[src/rtl/cache_arbiter.sv]
// Two-client line-fill/write-back arbiter between an I-cache and a D-cache
// sharing one physical-memory port; round-robin on simultaneous requests.
module cache_arbiter #(
    parameter int LINE_W = 128,
    parameter int ADDR_W = 16
) (
    input  logic              clk,
    input  logic              reset,

    input  logic              icache_read,
    input  logic [ADDR_W-1:0] icache_address,
    output logic [LINE_W-1:0] icache_rdata,
    output logic              icache_resp,

    input  logic              dcache_read,
    input  logic              dcache_write,
    input  logic [ADDR_W-1:0] dcache_address,
    input  logic [LINE_W-1:0] dcache_wdata,
    output logic [LINE_W-1:0] dcache_rdata,
    output logic              dcache_resp,

    output logic              pmem_read,
    output logic              pmem_write,
    output logic [ADDR_W-1:0] pmem_address,
    output logic [LINE_W-1:0] pmem_wdata,
    input  logic [LINE_W-1:0] pmem_rdata,
    input  logic              pmem_resp
);

    typedef enum logic [1:0] {IDLE, BUSY, RESPOND} state_t;

    state_t            state_q;
    logic              last_dc_q;
    logic              gnt_dc_q;
    logic [ADDR_W-1:0] addr_q;
    logic [LINE_W-1:0] wdata_q;
    logic [LINE_W-1:0] line_q;
    logic              pmem_read_q;
    logic              pmem_write_q;
    logic              iresp_q;
    logic              dresp_q;

    logic              dreq_d;
    logic              gnt_dc_d;
    logic              wr_d;

    // On a tie the D-cache wins only if the I-cache was served last.
    always_comb begin
        dreq_d   = dcache_read | dcache_write;
        gnt_dc_d = dreq_d & (~icache_read | ~last_dc_q);
        wr_d     = gnt_dc_d & dcache_write;
    end

    always_ff @(posedge clk) begin
        if (reset) begin
            state_q      <= IDLE;
            last_dc_q    <= 1'b1;
            gnt_dc_q     <= 1'b0;
            addr_q       <= '0;
            wdata_q      <= '0;
            line_q       <= '0;
            pmem_read_q  <= 1'b0;
            pmem_write_q <= 1'b0;
            iresp_q      <= 1'b0;
            dresp_q      <= 1'b0;
        end else begin
            case (state_q)
                IDLE: begin
                    iresp_q <= 1'b0;
                    dresp_q <= 1'b0;
                    if (icache_read | dreq_d) begin
                        gnt_dc_q     <= gnt_dc_d;
                        last_dc_q    <= gnt_dc_d;
                        addr_q       <= gnt_dc_d ? dcache_address : icache_address;
                        wdata_q      <= gnt_dc_d ? dcache_wdata : '0;
                        pmem_read_q  <= ~wr_d;
                        pmem_write_q <= wr_d;
                        state_q      <= BUSY;
                    end
                end
                BUSY: begin
                    if (pmem_resp) begin
                        line_q       <= pmem_rdata;
                        pmem_read_q  <= 1'b0;
                        pmem_write_q <= 1'b0;
                        iresp_q      <= ~gnt_dc_q;
                        dresp_q      <= gnt_dc_q;
                        state_q      <= RESPOND;
                    end
                end
                RESPOND: begin
                    iresp_q <= 1'b0;
                    dresp_q <= 1'b0;
                    state_q <= IDLE;
                end
                default: begin
                    pmem_read_q  <= 1'b0;
                    pmem_write_q <= 1'b0;
                    iresp_q      <= 1'b0;
                    dresp_q      <= 1'b0;
                    state_q      <= IDLE;
                end
            endcase
        end
    end

    assign pmem_read    = pmem_read_q;
    assign pmem_write   = pmem_write_q;
    assign pmem_address = addr_q;
    assign pmem_wdata   = wdata_q;
    assign icache_resp  = iresp_q;
    assign dcache_resp  = dresp_q;
    assign icache_rdata = line_q;
    assign dcache_rdata = line_q;

endmodule
[config.mk]
export PLATFORM = sky130hd
export DESIGN_NAME = cache_arbiter
export DESIGN_NICKNAME = d
export VERILOG_FILES = /design/src/rtl/cache_arbiter.sv
export SDC_FILE = /design/constraint.sdc
export NUM_CORES = 1
export LEC_CHECK = 0
export ABC_CLOCK_PERIOD_IN_PS = 1900
export CAP_MARGIN = 30
export CORE_AREA = 2 2 275 277
export CTS_CLUSTER_DIAMETER = 200
export CTS_CLUSTER_SIZE = 16
export DETAILED_ROUTE_END_ITERATION = 7
export DIE_AREA = 0 0 277 279
export GPL_ROUTABILITY_DRIVEN = 0
export PLACE_DENSITY = 0.44
export SLEW_MARGIN = 20
export SYNTH_ARGS = -nofsm -noshare
export SYNTH_HDL_FRONTEND = slang
export SYNTH_SLANG_ARGS = --single-unit
[constraint.sdc]
create_clock -name clk -period 1.9 [get_ports clk]
set_input_delay 0.38 -clock clk [delete_from_list [all_inputs] [get_ports clk]]
set_output_delay 0.38 -clock clk [all_outputs]
set_load 0.02 [all_outputs]
After elaboration in Yosys (flattened, before gate mapping)
Cells that the tools add are included.
{"block": "totals", "reg_bits": 280, "latchBits": 0, "mem_bits_rw": 0, "rom_bits": 0, "inputBits": 294, "output_inout_bits": 404, "wordCells": 41, "mem_count": 0}
{"block": "classes", "add_sub_neg": 0, "multipliers": 0, "div_mod_pow": 0, "magnitude_cmp": 0, "eq_ne": 4, "n_shift": 0, "mux": 10, "n_bitwise": 11, "reduce_logical": 6}
{"cell": "128-bit 2-to-1 mux", "n": 1}
{"cell": "16-bit 2-to-1 mux", "n": 1}
{"cell": "1-bit NOT", "n": 6}
{"cell": "1-bit one-hot mux with 3 select lines", "n": 2}
{"cell": "2-bit AND reduction", "n": 3}
{"cell": "2-bit 2-to-1 mux", "n": 2}
{"cell": "2-bit != test (second input constant)", "n": 2}
{"cell": "2-bit one-hot mux with 2 select lines", "n": 1}
{"cell": "1-bit 2-to-1 mux", "n": 3}
{"cell": "1-bit bitwise OR", "n": 3}
{"cell": "3-bit AND reduction", "n": 1}
{"cell": "1-bit bitwise AND", "n": 2}
{"cell": "2-bit by 1-bit == test with 1-bit output (second input constant)", "n": 1}
{"cell": "2-bit == test (second input constant)", "n": 1}
{"cell": "2-bit logical NOT", "n": 1}
{"cell": "2-bit OR reduction", "n": 1}

Depth between registers and ports, before layout
{"block": "depth", "ltp_word": 7, "ltp_mapped": 7}

Worst setup path before layout
Ideal clock, no wire load.
{"block": "synth_timing", "path_type": "reg2reg", "from": "reg state_q[0]", "to": "reg pmem_read_q, in the netlist pmem_read", "setup_ps": 132, "arrival_ps": 1307, "required_time_ps": 1768, "slack_ps": 460, "path_stages_with_launch": 8, "n_path_buf": 4, "period_less_slack_ps": 1440, "path_cell_list": "dfxtp_1 > buf_2 > or2_1 > buf_2 > buf_4 > buf_2 > o211ai_1 > a21oi_1"}
{"block": "synth_via", "elab_chain_cells": 3, "elab_cells_between_ends": 8, "cone_classes": "4 x eq/ne; 1 x mux; 1 x bitwise; 2 x reduce/logical"}
{"element": "start, declared", "line_no": "32", "rtl": "state_t state_q;"}
{"element": "start signal, assigned", "line_no": "56", "rtl": "state_q <= IDLE;"}
{"element": "start signal, assigned", "line_no": "78", "rtl": "state_q <= BUSY;"}
{"element": "start signal, assigned", "line_no": "88", "rtl": "state_q <= RESPOND;"}
{"element": "2-bit by 1-bit == test with 1-bit output, or another cell as far along", "line_no": "67", "rtl": "case (state_q)"}
{"element": "2-bit != test (no source line) / 1-bit NOT (equally long branches)"}
{"element": "3-bit AND reduction (no source line)"}
{"element": "end signal, assigned", "line_no": "76", "rtl": "pmem_read_q <= ~wr_d;"}
{"element": "end, declared", "line_no": "38", "rtl": "logic pmem_read_q;"}
Several ways; a longest one is shown, not always the timed one.
A chain may end at the register's enable or synchronous reset.

Worst setup path after layout
{"block": "layout_timing", "from": "reg line_q[13], in the netlist dcache_rdata[13]", "to": "out icache_rdata[13]"}
{"element": "start, declared", "line_no": "37", "rtl": "logic [LINE_W-1:0] line_q;"}
{"element": "start signal, assigned", "line_no": "83", "rtl": "line_q <= pmem_rdata;"}
{"element": "end, declared", "line_no": "12", "rtl": "output logic [LINE_W-1:0] icache_rdata,"}
No word-level cell between the ends.

==> impl_results.html <==
<table>
<tr><th>Metric</th><th>Value</th></tr>
<tr><th colspan="2">Timing</th></tr>
<tr><td>Final hold vios</td><td>0</td></tr>
<tr><td>Transition at the pin with the smallest max-transition slack</td><td>0.5436 ns</td></tr>
<tr><td>Min setup slack post-route</td><td>0.1397 ns</td></tr>
<tr><td>Fin. max-slew vios</td><td>0</td></tr>
<tr><td>Post-route setup TNS</td><td>0 ns</td></tr>
<tr><td>Number of failing setup endpoints in the final timing report</td><td>0</td></tr>
<tr><td>Unrepaired setup endpoints after global routing</td><td>false</td></tr>
<tr><td>Layout Skew</td><td>0.01678 ns</td></tr>
<tr><td>Worst hold slack after final layout</td><td>0.2613 ns</td></tr>
<tr><td>Fin crit share</td><td>92.65%</td></tr>
<tr><td>Relative max-transition margin</td><td>63.76%</td></tr>
<tr><td>Final critical delay including setup and external delays</td><td>1.760 ns</td></tr>
<tr><td>Fmax</td><td>568.1 MHz</td></tr>
<tr><th colspan="2">Routing</th></tr>
<tr><td>Initial DRT Pass Iterations</td><td>7</td></tr>
<tr><td>Wirelength, routed</td><td>54,220 um</td></tr>
<tr><td>Iter 0 DRT Violations</td><td>529</td></tr>
<tr><td>Wirelength per Cell</td><td>18.60 um</td></tr>
<tr><td>Detailed-route DRC error count</td><td>0</td></tr>
<tr><td>Post-route ant nets</td><td>0</td></tr>
<tr><td>Via count</td><td>11,900</td></tr>
<tr><td>Routed vias/inst</td><td>4.083</td></tr>
<tr><th colspan="2">Clock network</th></tr>
<tr><td>CTS H-tree lvls</td><td>1</td></tr>
<tr><td>Clock sink count</td><td>280</td></tr>
<tr><td>CTS tree</td><td>done</td></tr>
<tr><td>Bufs on Longest Clock Path</td><td>3</td></tr>
<tr><td>Library cell used as clock root buffer</td><td>clkbuf_16</td></tr>
<tr><td>Clock latency on the worst-skew pair</td><td>0.55 ns</td></tr>
<tr><td>Clock transition time at the flip-flop clock pins of the worst setup and hold paths</td><td>0.08 ns</td></tr>
<tr><td>Number of buffers added by the clock tree synthesis step</td><td>21</td></tr>
<tr><th colspan="2">Run status</th></tr>
<tr><td>Result of the run</td><td>completed</td></tr>
<tr><th colspan="2">Final layout</th></tr>
<tr><td>Layout overhead on the synthesized area</td><td>68.95%</td></tr>
<tr><td>Multi-input gate area</td><td>4110 um^2</td></tr>
<tr><td>Area of all sequential standard cells</td><td>5605 um^2</td></tr>
<tr><td>End-of-flow core utilization</td><td>25.60%</td></tr>
<tr><td>Net count, final</td><td>2,240</td></tr>
<tr><td>Filler Cells Inserted</td><td>8,232</td></tr>
<tr><td>Share of cells above drive strength 1</td><td>5.604%</td></tr>
<tr><th colspan="2">Synthesis</th></tr>
<tr><td>Synth top area cells</td><td>dfxtp_1, a21oi_1, nand2_1</td></tr>
<tr><td>Mapped Nets</td><td>1,694</td></tr>
<tr><td>Yosys warns</td><td>0</td></tr>
<tr><td>Register area share after synthesis</td><td>49.95%</td></tr>
<tr><td>Post-synthesis instance total</td><td>1,400</td></tr>
<tr><td>Post-Syn Area per Cell</td><td>8.016 um^2</td></tr>
<tr><td>Share of Yosys cell area claimed by the top area cell type</td><td>49.95%</td></tr>
<tr><td>Post-synth top area cell</td><td>dfxtp_1</td></tr>
<tr><td>Number of flip-flops and latches in the synthesized netlist</td><td>280</td></tr>
<tr><td>Number of distinct library cell variants in the gate-level netlist after synthesis</td><td>27</td></tr>
<tr><td>Cell Area, Synth</td><td>11,220 um^2</td></tr>
<tr><th colspan="2">Critical path</th></tr>
<tr><td>Type of the setup path with the least slack</td><td>reg2out</td></tr>
<tr><td>Cells along the critical path</td><td>dlygate4sd2_1</td></tr>
<tr><td>Startpoint types</td><td>flop</td></tr>
<tr><td>Data arrival time at the worst-slack endpoint</td><td>1.38 ns</td></tr>
<tr><td>Number of buffers and inverters on the critical path</td><td>1</td></tr>
<tr><td>Worst path required time</td><td>1.52 ns</td></tr>
<tr><td>Source of the critical timing path</td><td>dcache_rdata[13]</td></tr>
<tr><td>Largest driver fanout on the critical path</td><td>3</td></tr>
<tr><td>R2r startpoint</td><td>state_q[0]</td></tr>
<tr><td>Critical path's top delay family</td><td>buffers and inverters</td></tr>
<tr><td>Slowest cell on the critical path</td><td>dlygate4sd2_1</td></tr>
<tr><td>Sort of element at the end of the critical path</td><td>primary output</td></tr>
<tr><td>Delay contributed by the slowest stage of the critical path</td><td>0.48 ns</td></tr>
<tr><th colspan="2">Global routing</th></tr>
<tr><td>Remaining global-route overflow</td><td>0</td></tr>
<tr><td>Via count of the first global-routing pass</td><td>11,780</td></tr>
<tr><td>Antenna violations before repair</td><td>16</td></tr>
<tr><td>Global-route wire length before repair</td><td>78,260 um</td></tr>
<tr><td>Aggregate global-route resource usage</td><td>13.24%</td></tr>
<tr><td>Maximum number of pins on one net before global-route repair</td><td>66</td></tr>
<tr><th colspan="2">Floorplanning</th></tr>
<tr><td>Die X-Extent</td><td>277 um</td></tr>
<tr><td>Overall die area</td><td>77,280 um^2</td></tr>
<tr><td>Die Span Y</td><td>279 um</td></tr>
<tr><td>Effective utilization at floorplan</td><td>15.15%</td></tr>
<tr><td>Number of cell rows</td><td>100</td></tr>
<tr><td>Number of top-level design ports</td><td>698</td></tr>
<tr><td>Std-Cell Core Area</td><td>74,070 um^2</td></tr>
<tr><th colspan="2">Placement</th></tr>
<tr><td>Worst setup timing slack at the placement stage</td><td>-0.1497 ns</td></tr>
<tr><td>Total of buffers placed on input and output ports</td><td>697</td></tr>
<tr><td>Final HPWL DP</td><td>42,010 um</td></tr>
<tr><th colspan="2">Run</th></tr>
<tr><td>Number of maximum-capacitance violations</td><td>0</td></tr>
<tr><th colspan="2">Min path</th></tr>
<tr><td>Min-Delay Startpoint</td><td>reset</td></tr>
<tr><td>Worst hold path type</td><td>in2reg</td></tr>
<tr><th colspan="2">Power</th></tr>
<tr><td>Power Density</td><td>747.2 nW/um^2</td></tr>
<tr><td>Leakage power of the design</td><td>8.439 nW</td></tr>
<tr><td>Peak supply drop</td><td>0.4735 mV</td></tr>
</table>
## placed cells by master (no fill, tap or decap)
| cell | instances |
|---|---|
| inv_6 | 1 |
| or3_1 | 1 |
| and3b_4 | 1 |
| nor2_1 | 4 |
| o21ai_1 | 100 |
| buf_8 | 1 |
| clkdlybuf4s50_1 | 292 |
| a211oi_4 | 1 |
| dfxtp_1 | 280 |
| buf_4 | 47 |
| o21ai_0 | 30 |
| nor2_4 | 1 |
| clkbuf_16 | 21 |
| a311oi_1 | 16 |
| mux2i_1 | 1 |
| o211ai_1 | 2 |
| nor3_4 | 1 |
| dlygate4sd2_1 | 395 |
| inv_1 | 3 |
| dlymetal6s2s_1 | 9 |
| or2_4 | 2 |
| a221o_1 | 1 |
| a2bb2oi_2 | 1 |
| nand3_1 | 130 |
| o2bb2ai_2 | 1 |
| nor2b_1 | 1 |
| nand3b_1 | 1 |
| diode_2 | 1 |
| a211o_1 | 1 |
| nand2_1 | 292 |
| buf_12 | 31 |
| a21oi_1 | 277 |
## flip-flops by register name, indices dropped and copies added (netlist names)
register      count
state_q           2
pmem_address     16
gnt_dc_q          1
dcache_resp       1
dcache_rdata    128
icache_resp       1
pmem_wdata      128
last_dc_q         1
pmem_read         1
pmem_write        1
## path summary, 6_finish.rpt
path,to,slack [ns],depth (start not counted)
setup / recovery,icache_rdata[13],0.14,1
hold / removal,dcache_rdata[32],0.26,2
hold reg to reg,dcache_rdata[98],0.47,2
setup reg to reg,pmem_wdata[112],0.36,4
## timing repair
| item | in CTS | in global routing |
|---|---|---|
| gates cloned | 0 | 0 |
| resized for setup | 395 | 9 |
| hold buffers | 0 | 0 |
| setup buffers | 0 | 0 |
| endpoints found under the setup margin | 395 | 9 |
## metal layers
metal / track usage, % / vias to the layer above / part of all wire (%)
li1: - / 5702 / -
met1: 14.60 / 5616 / 39
met2: 23.72 / 502 / 49
met3: 5.004 / 72 / 9.5
met4: 3.567 / 10 / 2.5
met5: 0 / - / 0.11
## cell type report
| class | instances | area share (%) |
|---|---|---|
| Clock buffer | 21 | 2.772 |
| Antenna cell | 1 | 0.01320 |
| Tap cell | 969 | 6.395 |
| Timing Repair Buffer | 775 | 39.47 |
| Inverter | 3 | 0.05939 |
| Sequential cell | 280 | 29.57 |
| Multi-Input combinational cell | 865 | 21.68 |
| Clock inverter | 1 | 0.04620 |
## cells in the mapped netlist
| cell | number |
|---|---|
| nor2b_1 | 1 |
| a211o_1 | 1 |
| o21ai_1 | 100 |
| nor2_4 | 1 |
| nand2_1 | 292 |
| nor3_4 | 1 |
| nand3_1 | 130 |
| a211oi_2 | 1 |
| mux2i_1 | 1 |
| or3_1 | 1 |
| a221o_1 | 1 |
| inv_1 | 3 |
| buf_2 | 56 |
| buf_4 | 132 |
| o211ai_1 | 2 |
| or2_1 | 2 |
| o21ai_0 | 30 |
| buf_1 | 4 |
| nand3b_1 | 1 |
| and3b_1 | 1 |
| nor2_1 | 4 |
| dfxtp_1 | 280 |
| o2bb2ai_2 | 1 |
| a311oi_1 | 16 |
| a2bb2oi_2 | 1 |
| a21oi_1 | 277 |
| clkbuf_1 | 60 |
## power by group
part	internal, mW	switching (mW)
logic	1.57	1.91
registers	6.23	0.256
clock network	1.97	2.23
total	9.77	4.39
## cells by family after synthesis
| family | Yosys count | synth area share (%) |
|---|---|---|
| AOI/OAI and AO/OA | 430 | 20.08 |
| buffers and inverters | 255 | 13.57 |
| DFF | 280 | 49.95 |
| muxes | 1 | 0.08920 |
| and+or+nand+nor | 434 | 16.31 |
## per-stage QoR
step                      power, mW  instances  instance area (um^2)
after floorplan               8.345       1400                 11220
after global placement        10.47       2892                 18890
after detailed placement      10.50       2892                 18890
after CTS                     14.47       2914                 18930
after global routing          14.93       2914                 18960
final                         14.17       2915                 18960
No activity file was read; power rests on OpenSTA's default activity.
